==> config.mk <==
export PLATFORM = sky130hd
export DESIGN_NAME = pipe_credit_rx
export DESIGN_NICKNAME = d
export VERILOG_FILES = /design/src/rtl/pipe_credit_rx.sv
export SDC_FILE = /design/constraint.sdc
export NUM_CORES = 1
export LEC_CHECK = 0
export BUFFER_PORTS_ARGS = -buffer_cell sky130_fd_sc_hd__buf_2
export CAP_MARGIN = 0
export CELL_PAD_IN_SITES_DETAIL_PLACEMENT = 1
export CELL_PAD_IN_SITES_GLOBAL_PLACEMENT = 1
export CORE_ASPECT_RATIO = 0.7
export CORE_MARGIN = 5
export CORE_UTILIZATION = 53
export DETAILED_ROUTE_END_ITERATION = 12
export HOLD_SLACK_MARGIN = 0.05
export PLACE_DENSITY = 0.89
export SYNTH_ARGS = -nofsm -noshare
export SYNTH_HDL_FRONTEND = slang
export SYNTH_SLANG_ARGS = --single-unit
==> constraint.sdc <==
create_clock -name i_clk -period 11.9 [get_ports i_clk]
set_input_delay 1.785 -clock i_clk [delete_from_list [all_inputs] [get_ports i_clk]]
set_output_delay 1.785 -clock i_clk [all_outputs]
set_load 0.005 [all_outputs]
==> src/rtl/pipe_credit_rx.sv <==
// pipe_credit_rx: result FIFO behind a fixed-latency delay line, with credit gating of new issues.
// Optional same-cycle bypass when PIPE_CREDIT_RX_BYPASS_EN is defined.
module pipe_credit_rx #(
  parameter  int N     = 3,
  parameter  int WIDTH = 32,
  parameter  int DEPTH = 4,
  localparam int CW    = $clog2(DEPTH + 1),
  localparam int PW    = (DEPTH > 1) ? $clog2(DEPTH) : 1
) (
  input  logic             i_clk,
  input  logic             i_reset,
  input  logic             i_issue_valid,
  output logic             o_issue_ready,
  output logic [CW-1:0]    o_credits,
  input  logic             i_in_valid,
  input  logic [WIDTH-1:0] i_in_data,
  output logic             o_out_valid,
  output logic [WIDTH-1:0] o_out_data,
  input  logic             i_out_ready,
  output logic             o_overflow
);

  localparam logic [CW-1:0] DEPTH_C = CW'(DEPTH);
  localparam logic [PW-1:0] LAST_C  = PW'(DEPTH - 1);

  if (DEPTH < 1 || N < 1) begin : g_param_check
    $error("pipe_credit_rx: DEPTH and N must both be at least 1");
  end

  logic [WIDTH-1:0] r_mem [DEPTH];
  logic [PW-1:0]    r_rd_ptr;
  logic [PW-1:0]    r_wr_ptr;
  logic [CW-1:0]    r_count;
  logic [CW-1:0]    r_credits;
  logic             r_overflow;

  logic w_empty;
  logic w_full;
  logic w_bypass;
  logic w_bypass_take;
  logic w_issue_fire;
  logic w_out_fire;
  logic w_rd;
  logic w_wr;
  logic w_drop;

  assign w_empty = (r_count == '0);
  assign w_full  = (r_count == DEPTH_C);

`ifdef PIPE_CREDIT_RX_BYPASS_EN
  assign w_bypass = w_empty && i_in_valid;
`else
  assign w_bypass = 1'b0;
`endif
  assign w_bypass_take = w_bypass && i_out_ready;

  assign o_out_valid   = !w_empty || w_bypass;
  assign o_out_data    = w_bypass ? i_in_data : r_mem[r_rd_ptr];
  assign o_issue_ready = (r_credits != '0);
  assign o_credits     = r_credits;
  assign o_overflow    = r_overflow;

  assign w_issue_fire = i_issue_valid && o_issue_ready;
  assign w_out_fire   = o_out_valid && i_out_ready;

  // A read frees the head slot in the same cycle, so a write at full is still legal then.
  assign w_rd   = w_out_fire && !w_empty;
  assign w_wr   = i_in_valid && !w_bypass_take && (!w_full || w_rd);
  assign w_drop = i_in_valid && w_full && !w_rd;

  always_ff @(posedge i_clk or posedge i_reset) begin
    if (i_reset) begin
      r_rd_ptr <= '0;
      r_wr_ptr <= '0;
      r_count  <= '0;
    end else begin
      if (w_rd) begin
        r_rd_ptr <= (r_rd_ptr == LAST_C) ? '0 : r_rd_ptr + PW'(1);
      end
      if (w_wr) begin
        r_wr_ptr <= (r_wr_ptr == LAST_C) ? '0 : r_wr_ptr + PW'(1);
      end
      case ({w_wr, w_rd})
        2'b10:   r_count <= r_count + CW'(1);
        2'b01:   r_count <= r_count - CW'(1);
        default: r_count <= r_count;
      endcase
    end
  end

  always_ff @(posedge i_clk or posedge i_reset) begin
    if (i_reset) begin
      for (int i = 0; i < DEPTH; i++) begin
        r_mem[i] <= '0;
      end
    end else if (w_wr) begin
      r_mem[r_wr_ptr] <= i_in_data;
    end
  end

  // Credits saturate at DEPTH so stray unissued arrivals cannot wrap the counter.
  always_ff @(posedge i_clk or posedge i_reset) begin
    if (i_reset) begin
      r_credits <= DEPTH_C;
    end else if (w_issue_fire && !w_out_fire) begin
      r_credits <= r_credits - CW'(1);
    end else if (w_out_fire && !w_issue_fire && (r_credits != DEPTH_C)) begin
      r_credits <= r_credits + CW'(1);
    end
  end

  always_ff @(posedge i_clk or posedge i_reset) begin
    if (i_reset) begin
      r_overflow <= 1'b0;
    end else if (w_drop) begin
      r_overflow <= 1'b1;
    end
  end

endmodule

* After elaboration in Yosys (flattened, before gate mapping)
Cells that the tools add are included.
** Storage, ports and cells
- Register bits after elaboration :: 139
- Bits in latches :: 0
- RAM bits :: 0
- Bits in read-only memories :: 0
- Input port bits :: 37
- Output and inout bits :: 38
- Word-level logic and storage cells :: 57
- Memories :: 0
** Operators by class
- $add $sub $neg :: 6
- Multiply operators :: 0
- Divide/modulo/power cells :: 0
- Magnitude comparators :: 3
- Equal/unequal tests :: 6
- Shift-type cells :: 0
- Mux-type cells :: 11
- Bitwise gates (word level) :: 2
- Reductions and logical operators :: 20
** Operators with widths (count)
- bitwise mux 128 bit :: 1
- 2-to-1 mux 32 bit :: 3
- binary-select mux 32 bit (select 2 bit) :: 1
- demux 32 bit (select 2 bit) :: 1
- logical AND 1 bit :: 10
- adder 3 x 1 -> 3 bit, second input constant :: 2
- equality test 2 bit, second input constant :: 3
- greater-or-equal comparator 3 bit, second input constant :: 2
- 2-to-1 mux 3 bit :: 2
- inverter 2 -> 3 bit :: 2
- case mux 3 bit (2 select lines) :: 1
- subtractor 3 x 1 -> 3 bit, second input constant :: 2
- zero test 1 bit :: 5
- adder 2 x 1 -> 2 bit, second input constant :: 2
- 2-to-1 mux 2 bit :: 2
- nonzero test 2 bit :: 2
- equality test 3 bit, second input constant :: 1
- zero test 3 bit :: 1
- less-than comparator 3 x 1 -> 1 bit, second input constant :: 1
- != test 3 bit, second input constant :: 1
- nonzero test 3 bit :: 1
- equality test 2 x 1 -> 1 bit, second input constant :: 1
- logical OR 1 bit :: 1

* Longest topological paths before layout
Gate-level depths: netlist of the first run.
- Word-level depth :: 8
- Depth in mapped cells :: 7
- Mapped depth without buffers :: 6

* Least setup slack after synthesis of the first run
Ideal clock, no wire load.
- Path type :: input to register
- From :: input port i_out_ready
- To :: register r_credits[2] (netlist: o_credits[2])
- Library setup time :: 88 ps
- Arrival time :: 3088 ps
- Data required time :: 11812 ps
- Path slack :: 8724 ps
- Cell stages on the path :: 6
- Buffers on the path :: 0
- Path through :: o31ai_2 -> nand3_1 -> fa_1 -> or3_2 -> nand3_1 -> o211ai_1
** On the way
- Cells in the longest elaborated chain, start to end :: 4
- Elaborated cells on any way between the ends :: 7
- Those cells by class :: mux (1); reduce/logical (6)
** Ends and longest elaborated chain
- start, declared :: line 19 : input logic i_out_ready,
- logical AND 1 bit (*) :: line 64 : assign w_out_fire = o_out_valid && i_out_ready;
- zero test 1 bit or logical AND 1 bit (tied branches) :: line 105, 107
- logical AND 1 bit, on equally long branches :: line 105, 107
- 2-to-1 mux 3 bit or nonzero test 2 bit (tied branches)
- end signal, assigned :: line 106 : r_credits <= r_credits - CW'(1);
- end signal, assigned :: line 108 : r_credits <= r_credits + CW'(1);
- end, declared :: line 34 : logic [CW-1:0] r_credits;
Every way passes the cells marked *; elsewhere a longest branch is shown, timed or not.
A chain may end at the register's enable or synchronous reset.

* Worst setup path in the final report of the first run
- From :: register r_rd_ptr[0]
- To :: output port o_out_data[23]
** On the way
- Cells in the longest elaborated chain, start to end :: 4
** Ends and longest elaborated chain
- start, declared :: line 31 : logic [PW-1:0] r_rd_ptr;
- start signal, assigned :: line 78 : r_rd_ptr <= (r_rd_ptr == LAST_C) ? '0 : r_rd_ptr + PW'(1);
- inverter 2 -> 3 bit (implied by the code) :: line 58 : assign o_out_data = w_bypass ? i_in_data : r_mem[r_rd_ptr];
- binary-select mux 32 bit (select 2 bit) :: line 58
- 2-to-1 mux 32 bit (implied by the code) (2 in series) :: line 58
- end, declared :: line 18 : output logic [WIDTH-1:0] o_out_data,
Every way passes these cells. The select of a mux whose other input is x is not followed.

==> reports/metrics.sh, run 1 <==
CTS_H_TREE_DEPTH=4
SEQUENTIALPOWERSHARE=0.393
SYNTHTOLAYOUTAREAGROWTH_PCT=16.3
NUMBER_OF_INSERTED_DIODES=0
NUM-FILL-CELLS=1075
NUMBER_OF_STANDARD_CELLS_AFTER_SYNTHESIS=381
CRITPATHKIND='register to primary output'
FIRST_PASS_ITERS=4
POST_SYNTH.CELL_AREA_AVG_UM2=16.6
DOMINANTREGCELLSYNTH='sky130_fd_sc_hd__dfrtp_1'
PATH_CLK_SLEW_PS=60
MIN-DELAY-PATH-CLASS='register to register'
IO-PIN-COUNT=75
FIN_CRIT_PS=4150
RUN_STATUS='complete, no violations'
CP_MAX_FO=18
SLEW_HEADROOM=0.392
TNS_PS=0
ROOT_BUFFER='sky130_fd_sc_hd__clkbuf_16'
DIE_H_UM=101
DIE_WIDTH_UM=140
DRC=0
CTS_TREE='built'
P_LEAK_nW=3.23
CLOCK_SKEW_PS=10.2
SYNTH_WARNINGS=0
MOST_INSTANTIATED_CELLS_AFTER_SYNTHESIS='sky130_fd_sc_hd__dfrtp_1 (138), sky130_fd_sc_hd__mux2_2 (121), sky130_fd_sc_hd__mux4_2 (32)'
SYNTH_EDF_COUNT=0
SHARE_OF_THE_SYNTHESIZED_AREA_IN_THE_TOP_CELL_TYPE=0.548
FINAL_ANTENNA_NET_COUNT=0
POWER_FRAC_CLOCK=0.238
FIRST_PASS_GRT_WIRE_LENGTH_MM=24.2
POST-ROUTE-PERIOD-UTIL=0.349
CLOCK_LATENCY_PS=420
GRT.TOTAL_USAGE=0.224
FINALNETCOUNT=500
YS_SEQ_ELEMENTS=139
YS_TOP_CELLS_BY_AREA='sky130_fd_sc_hd__dfrtp_1 (55%), sky130_fd_sc_hd__mux2_2 (22%), sky130_fd_sc_hd__mux4_2 (11%)'
SYNTH_AREA_MM2=0.00631
CRITICAL_PATH.STARTPOINT_TYPE='register'
DP_HPWL_MM=8.98
NETLIST-CELL-TYPE-COUNT=34
CTS.REPAIR_TIMING.SETUP_BUFFER_COUNT=0
STARTING_DENSITY=0.540
PORTION_OF_THE_POST_SYNTHESIS_AREA_USED_BY_SEQUENTIAL_ELEMENTS=0.552
SWITCHINGPOWER_mW=0.719
SWITCHING_SHARE_OF_TOTAL_POWER=0.315
R2R.WORST_PATH.CELLS=6
SETUP-VIOLATIONS-FINAL=0
ACHIEVABLE-FREQUENCY_GHz=0.241
ASYNCSETRESETFLOPFRACSYNTH=1.00
CORE-AREA_MM2=0.0117
ANTENNA_FOUND_INITIAL=0
GRT_MAX_DEGREE=72
POSTSYNTHNETCOUNT=425
YOSYSMOSTFREQUENTCELL='sky130_fd_sc_hd__dfrtp_1'
CELL_TAKING_THE_MOST_AREA_AFTER_SYNTHESIS='sky130_fd_sc_hd__dfrtp_1'
DETAIL_ROUTE.ITER0.VIOLATIONS=116
TIMING.CRITICAL_PATH.TO_TYPE='primary output'
ROUTED_VIA_COUNT=3630
POST_ROUTE_CELLS_DRIVE_ABOVE_1_SHARE=0.591
CAP_VIOL_MAX_COUNT=0
TOTALWIRELENGTH_MM=14.6
NUMCTSBUFFERS=17
REPORT.FINAL.SLEW_VIOL_COUNT=0
CP_DATA_ARRIVAL_TIME_PS=2370
STD_CELL_ROWS=33
WORST-SLEW-PIN-TRANSITION_PS=912
IR_WORST_VDD_V=0.000131
HOLD_BUF_CTS=0
POWER.TOTAL_mW=2.28
VIAS_IN_THE_FIRST_GLOBAL_ROUTE=4224
CTS.SINK_COUNT=139
PLACEMENT.IO_BUFFERS=74
GRT_SETUP_UNREPAIRED='false'
REQUIRED_PS=10120
WHS_PATH_DEPTH=1
POWER.INTERNAL_mW=1.56
DETAIL_ROUTE.WL_PER_CELL_UM=23.4
FP.DIEAREA_MM2=0.0142
POST_CTS.RESIZED_INSTANCES=0
COMBPWRFRAC=0.369
CLOCKBUFFERDEPTH=2
REPORT.FINAL.HOLD_VIOL_COUNT=0
GP_CONGESTION=0.716
VIA_PER_INST=5.80
P_PER_AREA_mW_PER_MM2=310
GRT.OVERFLOW.TOTAL=0
cells by family after synthesis:
kind of cell | count (synthesis) | synth area share
AOI/OAI and AO/OA | 14 | 0.0175
xor gates and xnor gates | 4 | 0.00555
adders and majority gates | 7 | 0.0163
buffers and inverters | 29 | 0.0325
DFF | 139 | 0.552
muxes | 162 | 0.346
and+or+nand+nor | 26 | 0.0302
sequential cells by signal, indices dropped and copies added (netlist names):
name        count
o_credits       3
o_overflow      1
r_count         3
r_mem         128
r_rd_ptr        2
r_wr_ptr        2
final timing paths:
kind	startpoint	to	slack [ps]
setup / recovery	r_rd_ptr[0]$_DFFE_PP0N_	o_out_data[23]	7750
hold / removal	o_overflow$_DFFE_PP0P_	o_overflow$_DFFE_PP0P_	460
setup reg to reg	r_count[0]$_DFFE_PP0P_	o_credits[2]$_DFFE_PP1P_	9360
hold reg to reg	o_overflow$_DFFE_PP0P_	o_overflow$_DFFE_PP0P_	460
max in group asynchronous	i_reset	r_rd_ptr[0]$_DFFE_PP0N_	9010
min in group asynchronous	i_reset	r_mem[106]$_DFFE_PP0P_	1430
metrics by stage:
stage / hold WS (ps) / area [um^2] / std cells / setup WS, ps / util
floorplan: 451 / 6310 / 381 / 6390 / -
global route: 494 / 7340 / 626 / 7600 / 0.628
CTS: 466 / 7340 / 626 / 7680 / 0.628
global placement: 446 / 6730 / 594 / 8210 / 0.576
finish: 465 / 7340 / 626 / 7750 / 0.628
detailed placement: 445 / 6730 / 594 / 8150 / 0.576
placed cells by master (no fill, tap or decap), types with 2 or more instances in the layout:
cell and instances:
sky130_fd_sc_hd__a31oi_1 2, sky130_fd_sc_hd__buf_2 74, sky130_fd_sc_hd__buf_4 3, sky130_fd_sc_hd__bufinv_16 3, sky130_fd_sc_hd__clkbuf_16 17, sky130_fd_sc_hd__clkinv_2 3, sky130_fd_sc_hd__clkinv_4 4, sky130_fd_sc_hd__clkinvlp_4 3
sky130_fd_sc_hd__dfrtp_1 137, sky130_fd_sc_hd__fa_1 2, sky130_fd_sc_hd__ha_1 5, sky130_fd_sc_hd__inv_1 7, sky130_fd_sc_hd__inv_6 2, sky130_fd_sc_hd__mux2_1 8, sky130_fd_sc_hd__mux2_2 121, sky130_fd_sc_hd__mux4_2 32
sky130_fd_sc_hd__nand2_1 7, sky130_fd_sc_hd__nand2_4 4, sky130_fd_sc_hd__nand3_1 4, sky130_fd_sc_hd__nor2_1 2, sky130_fd_sc_hd__o211ai_1 4, sky130_fd_sc_hd__o21ai_0 2, sky130_fd_sc_hd__or3_2 2, sky130_fd_sc_hd__xnor2_1 4
power groups by stage:
stage	clock (mW)	sequential (mW)	combinational, mW
final	0.543	0.895	0.840
after global routing	0.577	0.923	0.916
after CTS	0.554	0.895	0.860
after detailed placement	0	0.894	0.839
after global placement	0	0.870	0.791
after floorplan	0	0.810	0.646
worst max-delay path: stages, from the launching register on:
cell                      delay (ps)
sky130_fd_sc_hd__dfrtp_2         730
sky130_fd_sc_hd__buf_4           480
sky130_fd_sc_hd__mux4_2          580
sky130_fd_sc_hd__buf_2           150
cell type report:
cell class / count / area (um^2) / share of cell area
inverters: 8 / 35.0 / 0.00477
clock inverters: 14 / 171 / 0.0234
well taps: 157 / 196 / 0.0268
flip-flops and latches: 139 / 3480 / 0.474
clock buffers: 18 / 439 / 0.0599
multi-input cells: 213 / 2620 / 0.357
repair buffers: 77 / 393 / 0.0535
routing by layer:
metal,routed length (um),track usage,up-vias,share of wire
met3,662,0.0599,17,0.045
met4,142,0.0633,0,0.0097
li1,-,-,1571,-
met2,7900,0.399,71,0.54
met5,0,0,-,0
met1,5920,0.273,1971,0.40
Note: power is estimated with default switching activity, not from simulation.
==> run 2: changes to the inputs <==
--- a/config.mk
+++ b/config.mk
@@ -5,16 +5,17 @@
 export SDC_FILE = /design/constraint.sdc
 export NUM_CORES = 1
 export LEC_CHECK = 0
+export ABC_AREA = 1
 export BUFFER_PORTS_ARGS = -buffer_cell sky130_fd_sc_hd__buf_2
 export CAP_MARGIN = 0
 export CELL_PAD_IN_SITES_DETAIL_PLACEMENT = 1
 export CELL_PAD_IN_SITES_GLOBAL_PLACEMENT = 1
 export CORE_ASPECT_RATIO = 0.7
 export CORE_MARGIN = 5
-export CORE_UTILIZATION = 53
+export CORE_UTILIZATION = 39
 export DETAILED_ROUTE_END_ITERATION = 12
 export HOLD_SLACK_MARGIN = 0.05
-export PLACE_DENSITY = 0.89
+export PLACE_DENSITY = 0.79
 export SYNTH_ARGS = -nofsm -noshare
 export SYNTH_HDL_FRONTEND = slang
 export SYNTH_SLANG_ARGS = --single-unit
==> constraint.sdc (replaced) <==
create_clock -name i_clk -period 3.57 [get_ports i_clk]
set_input_delay 0.5355 -clock i_clk [delete_from_list [all_inputs] [get_ports i_clk]]
set_output_delay 0.5355 -clock i_clk [all_outputs]
set_load 0.005 [all_outputs]
==> reports/metrics.sh, run 2 <==
REPORT.FINAL.SLEW_VIOL_COUNT=0
RUN_STATUS='complete, no violations'
CP_DATA_ARRIVAL_TIME_PS=2110
MOST_COMMON_LIBRARY_CELL_IN_THE_LAYOUT_IGNORING_FILL_AND_TAPS='sky130_fd_sc_hd__nand2_1'
VIAS_IN_THE_FIRST_GLOBAL_ROUTE=6251
CLOCK_SKEW_PS=8.89
DP_HPWL_MM=11.9
COMBPWRFRAC=0.411
CTS_TREE='built'
CLOCKBUFFERDEPTH=2
YS_TOP_CELLS_BY_AREA='sky130_fd_sc_hd__dfrtp_1 (53%), sky130_fd_sc_hd__nand2_1 (16%), sky130_fd_sc_hd__o21ai_0 (12%)'
CP_MAX_FO=33
CP-STARTPOINT='r_rd_ptr[0]$_DFFE_PP0N_'
DOMINANTREGCELLSYNTH='sky130_fd_sc_hd__dfrtp_1'
POWER.TOTAL_mW=7.83
DPL.CELL_COUNT=1075
ROOT_BUFFER='sky130_fd_sc_hd__clkbuf_16'
FINALNETCOUNT=913
CELL_TAKING_THE_MOST_AREA_AFTER_SYNTHESIS='sky130_fd_sc_hd__dfrtp_1'
POST_SYNTH.CELL_AREA_AVG_UM2=8.00
FIN_CRIT_PS=2650
MAX_FLOP_REGISTER='r_mem'
POSTSYNTHNETCOUNT=863
P_PER_AREA_mW_PER_MM2=1010
YOSYSMOSTFREQUENTCELL='sky130_fd_sc_hd__nand2_1'
MOST_INSTANTIATED_CELLS_AFTER_SYNTHESIS='sky130_fd_sc_hd__nand2_1 (275), sky130_fd_sc_hd__o21ai_0 (155), sky130_fd_sc_hd__dfrtp_1 (138)'
CRITICAL_PATH.STARTPOINT_TYPE='register'
SEQUENTIALPOWERSHARE=0.344
CRIT_REG_REG_STARTPOINT='r_count[0]$_DFFE_PP0P_'
IO-PIN-COUNT=75
REPORT.FINAL.HOLD_VIOL_COUNT=0
CORE-AREA_MM2=0.0164
TIMING.REG2REG.SETUP_SLACK_PS=1220
GR-USAGE-MET2=0.360
GRT_SETUP_UNREPAIRED='false'
NUMCTSBUFFERS=17
DIE_WIDTH_UM=165
GRT.OVERFLOW.TOTAL=0
FIRST_PASS_GRT_WIRE_LENGTH_MM=33.7
DIE_H_UM=118
HOLD-WORST-SLACK_PS=240
SLEW_HEADROOM=0.465
SWITCHING_SHARE_OF_TOTAL_POWER=0.413
POST_ROUTE_CELLS_DRIVE_ABOVE_1_SHARE=0.151
WORSTSETUPENDPOINT='o_out_data[29]'
FP.DIEAREA_MM2=0.0195
POST-ROUTE-PERIOD-UTIL=0.742
LARGEST_REGISTER_FFS=128
USE_MET1=0.299
SHARE_OF_THE_SYNTHESIZED_AREA_IN_THE_TOP_CELL_TYPE=0.527
NUMBER_OF_STANDARD_CELLS_AFTER_SYNTHESIS=819
SYNTH_EDF_COUNT=0
ACHIEVABLE-FREQUENCY_GHz=0.378
CLOCK_LATENCY_PS=430
PLACEMENT.IO_BUFFERS=74
ANTENNA_FOUND_INITIAL=0
REQUIRED_PS=3030
STARTING_DENSITY=0.400
POST_CTS.RESIZED_INSTANCES=0
FINAL_ANTENNA_NET_COUNT=0
SETUP-VIOLATIONS-FINAL=0
GRT.TOTAL_USAGE=0.218
MOSTFREQUENTLAYOUTCELLS='sky130_fd_sc_hd__nand2_1 (275), sky130_fd_sc_hd__o21ai_0 (155), sky130_fd_sc_hd__dfrtp_1 (137)'
CTS_H_TREE_DEPTH=4
IR_WORST_VDD_V=0.000333
CAP_VIOL_MAX_COUNT=0
DETAIL_ROUTE.WL_PER_CELL_UM=18.6
CTS.SINK_COUNT=139
CRITPATHKIND='register to primary output'
CTS.REPAIR_TIMING.SETUP_BUFFER_COUNT=0
SYNTHTOLAYOUTAREAGROWTH_PCT=17.9
VIA_PER_INST=5.38
ROUTED_VIA_COUNT=5952
TOTALWIRELENGTH_MM=20.6
POWER_FRAC_CLOCK=0.246
GLOBAL_ROUTE.USAGE.MET3=0.0393
TNS_PS=0
PATH_CLK_SLEW_PS=60
PORTION_OF_THE_POST_SYNTHESIS_AREA_USED_BY_SEQUENTIAL_ELEMENTS=0.531
WORST-SLEW-PIN-TRANSITION_PS=803
TIMING.CRITICAL_PATH.TO_TYPE='primary output'
FILLER_FREE_CELL_COUNT_OF_THE_FINISHED_DESIGN=1107
YS_SEQ_ELEMENTS=139
WORSTREG2REGEND='r_mem[99]$_DFFE_PP0P_'
MIN-DELAY-PATH-CLASS='input port to async pin'
GRT_MAX_DEGREE=80
DRC=0
P_LEAK_nW=3.80
GLOBALROUTE.BUSIESTLAYER='met2'
NETLIST-CELL-TYPE-COUNT=24
R2R.WORST_PATH.CELLS=6
POWER.INTERNAL_mW=4.60
NUMBER_OF_INSERTED_DIODES=0
HOLD_BUF_CTS=0
SYNTH_AREA_MM2=0.00655
ASYNCSETRESETFLOPFRACSYNTH=1.00
GP_CONGESTION=0.778
STD_CELL_ROWS=39
SWITCHINGPOWER_mW=3.23
DETAIL_ROUTE.ITER0.VIOLATIONS=409
SYNTH_WARNINGS=0
FIRST_PASS_ITERS=5
[run 2: metrics by stage]
stage	worst slack (ps)	cell area [um^2]	util
finish	923	7730	0.471
global route	817	7730	0.471
CTS	918	7730	0.471
detailed placement	1090	7090	0.433
global placement	1160	7090	0.433
floorplan	1300	6560	-
[run 2: power groups by stage]
stage               Combinational [mW]  Sequential, mW  Clock, mW
floorplan                         2.05            2.60          0
global placement                  3.11            2.67          0
detailed placement                3.22            2.70          0
CTS                               3.26            2.69       1.95
global route                      3.64            2.77       2.02
finish                            3.22            2.69       1.92
[run 2: kinds of logic after synthesis]
logic type | share of synthesized area
buffers and inverters | 0.0550
flip-flops | 0.531
AND/OR/NAND/NOR | 0.210
XOR/XNOR | 0.00267
adder cells (fa/ha/maj) | 0.0157
AO/OA/AOI/OAI | 0.185
[run 2: how the worst min path moves through the flow]
stage | slack [ps] | start | end | cells after the start
final | 240 | i_reset | r_mem[62]$_DFFE_PP0P_ | 2
after global routing | 290 | i_reset | r_mem[2]$_DFFE_PP0P_ | 2
after CTS | 250 | i_reset | r_mem[62]$_DFFE_PP0P_ | 2
after detailed placement | 460 | o_overflow$_DFFE_PP0P_ | o_overflow$_DFFE_PP0P_ | 1
after global placement | 460 | r_mem[78]$_DFFE_PP0P_ | r_mem[78]$_DFFE_PP0P_ | 2
after floorplan | 440 | r_mem[48]$_DFFE_PP0P_ | r_mem[48]$_DFFE_PP0P_ | 2
[run 2: routing by layer]
layer | part of all wire | wire [um]
met1 | 0.47 | 9560
met2 | 0.47 | 9760
met3 | 0.049 | 1010
met4 | 0.011 | 233
met5 | 0 | 0
[run 2: critical path: stages (launching register included)]
cell and delay, ps:
sky130_fd_sc_hd__dfrtp_2 410, sky130_fd_sc_hd__inv_2 470, sky130_fd_sc_hd__buf_12 280, sky130_fd_sc_hd__o21ai_0 100, sky130_fd_sc_hd__o22ai_1 240, sky130_fd_sc_hd__buf_2 170
[run 2: cell type report]
class / instances / area (um^2)
inverters: 22 / 86.3
repair buffers: 89 / 533
flip-flops and latches: 139 / 3480
clock buffers: 18 / 439
fillers: 2010 / 8670
clock inverters: 14 / 194
well taps: 225 / 282
multi-input cells: 600 / 2710
